===== src/rtl/rrt_pkg.sv =====
// Shared types for the RRT sample generator: coordinate width, FSM states and a 2-D point.
package rrt_pkg;

    localparam int unsigned COORD_W = 16;

    typedef enum logic [1:0] {
        IDLE,
        DRAW,
        HOLD
    } state_t;

    typedef struct packed {
        logic [COORD_W-1:0] x;
        logic [COORD_W-1:0] y;
    } point_t;

endpackage


===== src/rtl/rrt_sampler.sv =====
// Draws random (x, y) samples from a PRNG word, biased toward a goal point, with rejection of
// out-of-bounds candidates and valid/ready output plus reject/sample statistics.
module rrt_sampler #(
    parameter int unsigned COORD_W = 16
) (
    input  logic               clk,
    input  logic               rst_n,
    input  logic               enable,
    input  logic [63:0]        rand_in,
    output logic               rand_en,
    input  logic [COORD_W-1:0] x_max,
    input  logic [COORD_W-1:0] y_max,
    input  logic [COORD_W-1:0] x_mask,
    input  logic [COORD_W-1:0] y_mask,
    input  logic [COORD_W-1:0] goal_x,
    input  logic [COORD_W-1:0] goal_y,
    input  logic [7:0]         goal_bias,
    output logic               out_valid,
    input  logic               out_ready,
    output logic [COORD_W-1:0] out_x,
    output logic [COORD_W-1:0] out_y,
    output logic               out_is_goal,
    input  logic               clear_stats,
    output logic [15:0]        reject_count,
    output logic [31:0]        sample_count
);
    import rrt_pkg::*;

    state_t             state_q, state_d;
    point_t             pt_q, pt_d;
    logic               goal_q, goal_d;
    logic [15:0]        rej_q, rej_d;
    logic [31:0]        cnt_q, cnt_d;

    logic [COORD_W-1:0] cand_x, cand_y;
    logic [7:0]         bias_byte;
    logic               unused_rand;

    assign cand_x      = rand_in[15:0] & x_mask;
    assign cand_y      = rand_in[31:16] & y_mask;
    assign bias_byte   = rand_in[39:32];
    assign unused_rand = ^rand_in[63:40];

    always_comb begin
        state_d = state_q;
        pt_d    = pt_q;
        goal_d  = goal_q;
        rej_d   = rej_q;
        cnt_d   = cnt_q;

        unique case (state_q)
            IDLE: begin
                if (enable) state_d = DRAW;
            end
            DRAW: begin
                if (!enable) begin
                    state_d = IDLE;
                end else if (bias_byte < goal_bias) begin
                    pt_d    = '{x: goal_x, y: goal_y};
                    goal_d  = 1'b1;
                    state_d = HOLD;
                end else if (cand_x <= x_max && cand_y <= y_max) begin
                    pt_d    = '{x: cand_x, y: cand_y};
                    goal_d  = 1'b0;
                    state_d = HOLD;
                end else if (rej_q != 16'hFFFF) begin
                    rej_d = rej_q + 16'd1;
                end
            end
            HOLD: begin
                if (out_ready) begin
                    cnt_d   = cnt_q + 32'd1;
                    state_d = enable ? DRAW : IDLE;
                end
            end
            default: state_d = IDLE;
        endcase

        // Clearing wins over any increment decided in the same cycle.
        if (clear_stats) begin
            rej_d = '0;
            cnt_d = '0;
        end
    end

    always_ff @(posedge clk) begin
        if (!rst_n) begin
            state_q <= IDLE;
            pt_q    <= '0;
            goal_q  <= 1'b0;
            rej_q   <= '0;
            cnt_q   <= '0;
        end else begin
            state_q <= state_d;
            pt_q    <= pt_d;
            goal_q  <= goal_d;
            rej_q   <= rej_d;
            cnt_q   <= cnt_d;
        end
    end

    assign rand_en      = rst_n && (state_q == DRAW) && enable;
    assign out_valid    = (state_q == HOLD);
    assign out_x        = pt_q.x;
    assign out_y        = pt_q.y;
    assign out_is_goal  = goal_q;
    assign reject_count = rej_q;
    assign sample_count = cnt_q;

endmodule


===== config.mk =====
export PLATFORM = sky130hd
export DESIGN_NAME = rrt_sampler
export DESIGN_NICKNAME = d
export VERILOG_FILES = /design/src/rtl/rrt_pkg.sv /design/src/rtl/rrt_sampler.sv
export SDC_FILE = /design/constraint.sdc
export NUM_CORES = 1
export LEC_CHECK = 0
export ABC_AREA = 0
export BUFFER_PORTS_ARGS = -buffer_cell sky130_fd_sc_hd__buf_2
export CAP_MARGIN = 20
export CELL_PAD_IN_SITES_DETAIL_PLACEMENT = 1
export CELL_PAD_IN_SITES_GLOBAL_PLACEMENT = 1
export CORE_UTILIZATION = 32
export CTS_CLUSTER_DIAMETER = 50
export DETAILED_ROUTE_END_ITERATION = 8
export GPL_TIMING_DRIVEN = 0
export PLACE_DENSITY = 0.87
export SLEW_MARGIN = 0
export SYNTH_ARGS = -nofsm -noshare
export SYNTH_HDL_FRONTEND = slang
export SYNTH_SLANG_ARGS = --single-unit

===== constraint.sdc =====
create_clock -name clk -period 4.13 [get_ports clk]
set_clock_uncertainty 0.15 [all_clocks]
set_input_delay 0.826 -clock clk [delete_from_list [all_inputs] [get_ports clk]]
set_output_delay 0.826 -clock clk [all_outputs]
set_load 0.005 [all_outputs]

==> results of run 1 <==
-- placed cells by master (no fill, tap or decap), drive strengths merged, types with 21 or more instances in the layout --
master and n:
nand3 21, dfxtp 83, a211oi 34, buf 245, a21oi 39, inv 45
ha 41, nor2 73, nand2 26, clkbuf 24, and2 36, mux2i 32
-- cell type report --
class	instances	area share (%)
Tap cell	188	3.530
Clock buffer	11	3.643
Clock inverter	4	0.4131
Antenna cell	2	0.07510
Sequential cell	83	24.93
Inverter	46	2.591
Timing Repair Buffer	231	17.35
Multi-Input combinational cell	434	45.32
Buffer	27	2.140
-- registers in the layout, summed over array words and instances, names as in the netlist --
signal / count
reject_count: 16
state_q: 2
sample_count: 32
out_y: 16
out_x: 16
out_is_goal: 1
-- kinds of logic (layout without fill, tap and decap cells) --
logic type	count (synthesis)	after routing	synth area share, %
other cells	0	2	0
buf+inv	73	319	6.309
flops	83	83	33.25
compound gates	117	117	16.65
mux	32	32	6.410
simple gates	219	219	22.73
xor+xnor	25	25	4.382
fa+ha+maj	41	41	10.27
-- per-stage QoR --
| step | power [mW] | instance area [um2] |
|---|---|---|
| 3_5_place_dp | 1.215 | 6389 |
| 4_1_cts | 1.970 | 6659 |
| 3_3_place_gp | 1.199 | 6389 |
| 2_1_floorplan | 1.056 | 4997 |
| 6_report | 1.948 | 6664 |
| 5_1_grt | 2.037 | 6664 |
-- worst register-to-register path, cell delays in order, from the launching register on --
cell     delay [ps]
dfxtp_1         340
and3b_1         210
buf_2           170
nand4_1         250
or3_1           460
nor2_1          460
nand4_1         180
xor2_1          180
nor2_1           50
-- per-layer routing --
metal / share of wire (%) / global-route usage (%)
met1: 41 / 23.62
met2: 51 / 38.14
met3: 4.8 / 4.302
met4: 3.4 / 10.64
met5: 0 / 0
-- power groups by stage --
stage	Combinational, mW	Sequential (mW)	Clock (mW)
floorplan	0.206	0.850	0
global placement	0.352	0.847	0
detailed placement	0.366	0.849	0
CTS	0.368	0.831	0.770
global route	0.405	0.833	0.799
finish	0.363	0.831	0.754
-- worst paths after layout --
kind	slack, ps	depth (start not counted)	from	endpoint
hold reg to reg	300	2	out_is_goal	out_is_goal
setup reg to reg	1570	8	state_q[0]	sample_count[23]
hold / removal	300	2	out_is_goal	out_is_goal
setup / recovery	840	12	rand_in[21]	reject_count[1]
==> impl_results.md, run 1 <==
- Outcome: finished clean
- Initial DRC count: 164
- CP Capture Type: register
- PortBufs: 231
- WS Path Type: primary input to register
- Area share of the largest cell type after synthesis: 33.25%
- Minimum clock period: 3294 ps
- Largest net degree at the start of global routing: 14
- Cell Area, Synth: 4997 um2
- Fin. Hold Viols: 0
- Synth Instances: 590
- Global-route wire length before repair: 26740 um
- 1st-pass router iterations: 4
- Nets: 1046
- Final hold slack: 303.3 ps
- Number of post-CTS setup repair buffers: 0
- Die area: 16120 um2
- Wire per inst: 16.40 um
- IO Count: 256
- Die Ht: 127.0 um
- Clock power share: 38.7%
- GRT Total Usage: 21.18%
- Slew margin rel.: 45.71%
- Initial Utilization: 32.87%
- Netlist cell types: 52
- Clock root buffer: clkbuf_16
- Crit path launch type: primary input
- Clock Pin Slew Worst Setup and Hold Paths: 70 ps
- Setup_tns: 0 ps
- Row cnt: 45
- Critical Path AT: 3420 ps
- Syn Area/Cell: 8.470 um2
- Routed wire length: 16820 um
- TritonCTS Buffers: 9
- Area contributors post-synth: dfxtp_1 (33%), ha_1 (10%), mux2i_1 (6.4%)
- Post-route ant nets: 0
- Worst path buffer plus inverter count: 3
- Fin util: 43.84%
- Final Max Slew Viols: 0
- Clock buffer depth: 2
- Routed vias/inst: 5.061
- Period utilization: 79.75%
- Tightest Pin Transition: 814.4 ps
- Setup ws final: 836.5 ps
- Clock insertion delay at the later pin of the skew report: 340 ps
- Area leader, netlist: dfxtp_1
- Initial antenna violation count: 2
- Min-delay worst type: register to register
- Final std cells w/o fill: 1026
- Register area share after synthesis: 33.25%
- Die W: 127.0 um
- Fraction of layout cells with a size suffix above 1: 33.25%
- Total gr overflow: 0
- Most common cell in the netlist: dfxtp_1
- Top delay family on crit path: compound AO/OA/AOI/OAI gates
- Sequential Power Share: 42.7%
- Gate power share: 18.6%
- Fillers: 1932
- Crit-path max FO: 10
- Setup repair after global routing missed its margin: no
- Drt drc: 0
- Synth Register Bits: 83
- Crit path max-delay cell type: a22oi_2
- Post-synth top flop: dfxtp_1
- Most frequent cells after synthesis: dfxtp_1 (83), nor2_1 (73), inv_1 (45)
- Seq. cell area: 1662 um2
- Syn_nets: 804
- Yosys Warn Count: 0
- Area delta synth->final: 33.35%
- Sink Count: 83
- Sw Ratio: 27.73%
- Post-CTS sizing: 0
- Leakage power: 3.243 nW
- CP peak stage delay: 430 ps
- Core area: 15200 um2
- Detail Placement HPWL: 13900 um
- Maximum VDD drop: 191.0 uV
- Internal power: 1.408 mW
- Fmax: 0.3036 GHz
- Via count: 5193
- Critical-path cell list: buf_2 -> and2_1 -> ha_1 -> a21oi_1 -> o21ai_0 -> a221o_1 -> a211o_1 -> a22oi_2 -> buf_6 -> buf_2 -> o21ai_0 -> a21oi_1
- Final setup viols: 0
- H-tree depth: 3
- Psw: 0.5401 mW
- Placed cells: 1009
- PwrDens: 292.3 nW/um2
- Async SR Flop Fraction: 0%
- Maxcap violations: 0
- RD Place Congestion: 0.8009
- Area of the multi-input gates: 3020 um2
- Pre-CTS WS: 472.2 ps
- Post-synth EDFFs: 0
- Number of global-route vias before repair: 5410
- CTS tree: built
- CP required: 4260 ps
- Cts hold-fix bufs: 0
No activity file was read; power rests on OpenSTA's default activity.
==> run 2, diff against run 1 <==
- clock period: 4.13 -> 3.2 ns (I/O delays scaled with it)
==> impl_results.md, run 2 (synthesized netlist as in run 1, its figures left out) <==
- Outcome: finished clean
- Die Ht: 127.0 um (unchanged)
- Min-delay worst type: register to register
- Crit path from: rand_in[21]
- Maximum VDD drop: 247.4 uV (+30%)
- Wire per inst: 16.52 um (+0.74%)
- Routed wire length: 17000 um (+1.0%)
- Fillers: 1925 (-0.36%)
- Crit-path max FO: 10 (unchanged)
- Nets: 1049 (+0.29%)
- Minimum clock period: 3047 ps
- Via count: 5186 (-0.13%)
- PwrDens: 376.1 nW/um2 (+29%)
- Placed cells: 1009 (unchanged)
- Final hold slack: 303.5 ps (+0.1420 ps)
- Fin. Hold Viols: 0 (unchanged)
- Cts hold-fix bufs: 0 (unchanged)
- Largest net degree at the start of global routing: 14 (unchanged)
- Clock buffer depth: 2 (unchanged)
- R2R cell count: 8 (unchanged)
- Total gr overflow: 0 (unchanged)
- Critical Path AT: 3170 ps (-250 ps)
- Clock Pin Slew Worst Setup and Hold Paths: 70 ps (about the same)
- Fraction of layout cells with a size suffix above 1: 33.85% (+0.60 points)
- Critical path endpoint: reject_count[1]
- WS Path Type: primary input to register
- Drt drc: 0 (unchanged)
- Number of global-route vias before repair: 5410 (unchanged)
- Period utilization: 95.23%
- GRT Total Usage: 21.18% (unchanged)
- Final setup viols: 0 (unchanged)
- Commonest non-fill, non-tap cell in the layout: buf_2
- Crit path launch type: primary input
- Initial DRC count: 179 (+9.1%)
- Clock root buffer: clkbuf_16
- Fin area: 6731 um2 (+1.0%)
- Detail Placement HPWL: 13900 um (unchanged)
- H-tree depth: 3 (unchanged)
- 1st-pass router iterations: 4 (unchanged)
- TritonCTS Buffers: 9 (unchanged)
- Initial antenna violation count: 2 (unchanged)
- Reg2reg start: state_q[0]
- CP Capture Type: register
- Maxcap violations: 0 (unchanged)
- Clock insertion delay at the later pin of the skew report: 340 ps (about the same)
- IO Count: 256 (unchanged)
- Fmax: 0.3281 GHz
- Routed vias/inst: 5.040 (-0.43%)
- Die area: 16120 um2 (unchanged)
- Slew margin rel.: 44.92% (-0.79 points)
- RD Place Congestion: 0.8009 (unchanged)
- Final Max Slew Viols: 0 (unchanged)
- Core area: 15200 um2 (unchanged)
- Initial Utilization: 32.87% (unchanged)
- Die W: 127.0 um (unchanged)
- Post-route ant nets: 0 (unchanged)
- PortBufs: 231 (unchanged)
- Worst R2R Setup Slack: 630 ps (-940 ps)
- CTS tree: built
- Leakage power: 3.256 nW (+0.42%)
- Sink Count: 83 (unchanged)
- Tightest Pin Transition: 826.2 ps (+11.79 ps)
- Global-route wire length before repair: 26740 um (unchanged)
- RR Endpoint: sample_count[23]
- Area delta synth->final: 34.70%
- Fin util: 44.28% (+0.44 points)
- Post-DP Area: 6389 um2 (unchanged)
- Row cnt: 45 (unchanged)
- Most frequent cells in the layout: buf_2 (236), dfxtp_1 (83), nor2_1 (73)
- Final std cells w/o fill: 1029 (+0.29%)
- CP required: 3330 ps (-930 ps)
- Max FFs per register: 32 (unchanged)
run 2: cell count changes in the layout (fill, tap and decap cells not counted), sizes merged:
cell,before,now
clkbuf,24,27
run 2: per-stage QoR:
step	worst slack [ps]	power (mW)	TNS, ps
floorplan	206.0	1.362	0
global placement	-243.8	1.547	-7618
detailed placement	-271.8	1.568	-9034
CTS	89.71	2.542	0
global route	-32.82	2.645	-111.5
finish	152.6	2.532	0
run 2: layer usage:
layer / up-vias / GRT usage [%] / part of all wire [%] / routed length [um]
met3: 32 / 4.302 / 4.7 / 800
met1: 2438 / 23.62 / 41 / 6991
met5: - / 0 / 0 / 0
met2: 132 / 38.14 / 51 / 8666
met4: 0 / 10.64 / 3.2 / 539
li1: 2584 / - / - / -
run 2: cell type report:
| cell class | instances | area, um2 | share of cell area (%) |
|---|---|---|---|
| inverter | 46 | 172.7 | 2.565 |
| multi-input combinational | 434 | 3052 | 45.33 |
| timing repair buffer | 234 | 1179 | 17.51 |
| antenna | 2 | 5.005 | 0.07435 |
| sequential | 83 | 1662 | 24.68 |
| buffer | 27 | 156.4 | 2.323 |
| clock inverter | 4 | 27.53 | 0.4089 |
| tap | 188 | 235.2 | 3.494 |
| clock buffer | 11 | 242.7 | 3.606 |
run 2: power breakdown:
group / switching, mW / total (mW) / internal [mW]
Clock: 0.431 / 0.974 / 0.543
Sequential: 0.0136 / 1.07 / 1.06
Combinational: 0.261 / 0.486 / 0.225
run 2: worst min path at each step:
stage                 from           to  slack, ps  depth (start not counted)
6_report       out_is_goal  out_is_goal        300                          2
5_1_grt        out_is_goal  out_is_goal        340                          2
4_1_cts        out_is_goal  out_is_goal        310                          2
3_5_place_dp   out_is_goal  out_is_goal        300                          2
2_1_floorplan  out_is_goal  out_is_goal        300                          2
3_3_place_gp   out_is_goal  out_is_goal        300                          2
run 2: critical path: stages:
cell	delay (ps)
buf_2	90
and2_1	180
ha_1	300
a21oi_1	180
o21ai_0	120
a221o_1	310
a211o_4	300
a22oi_2	430
buf_6	190
buf_4	170
o21ai_0	110
a21oi_1	150
run 2: timing repair:
action	4_1_cts	5_1_grt
gates resized for setup	0	10
endpoints found under the setup margin	0	39
buffers inserted	0	3
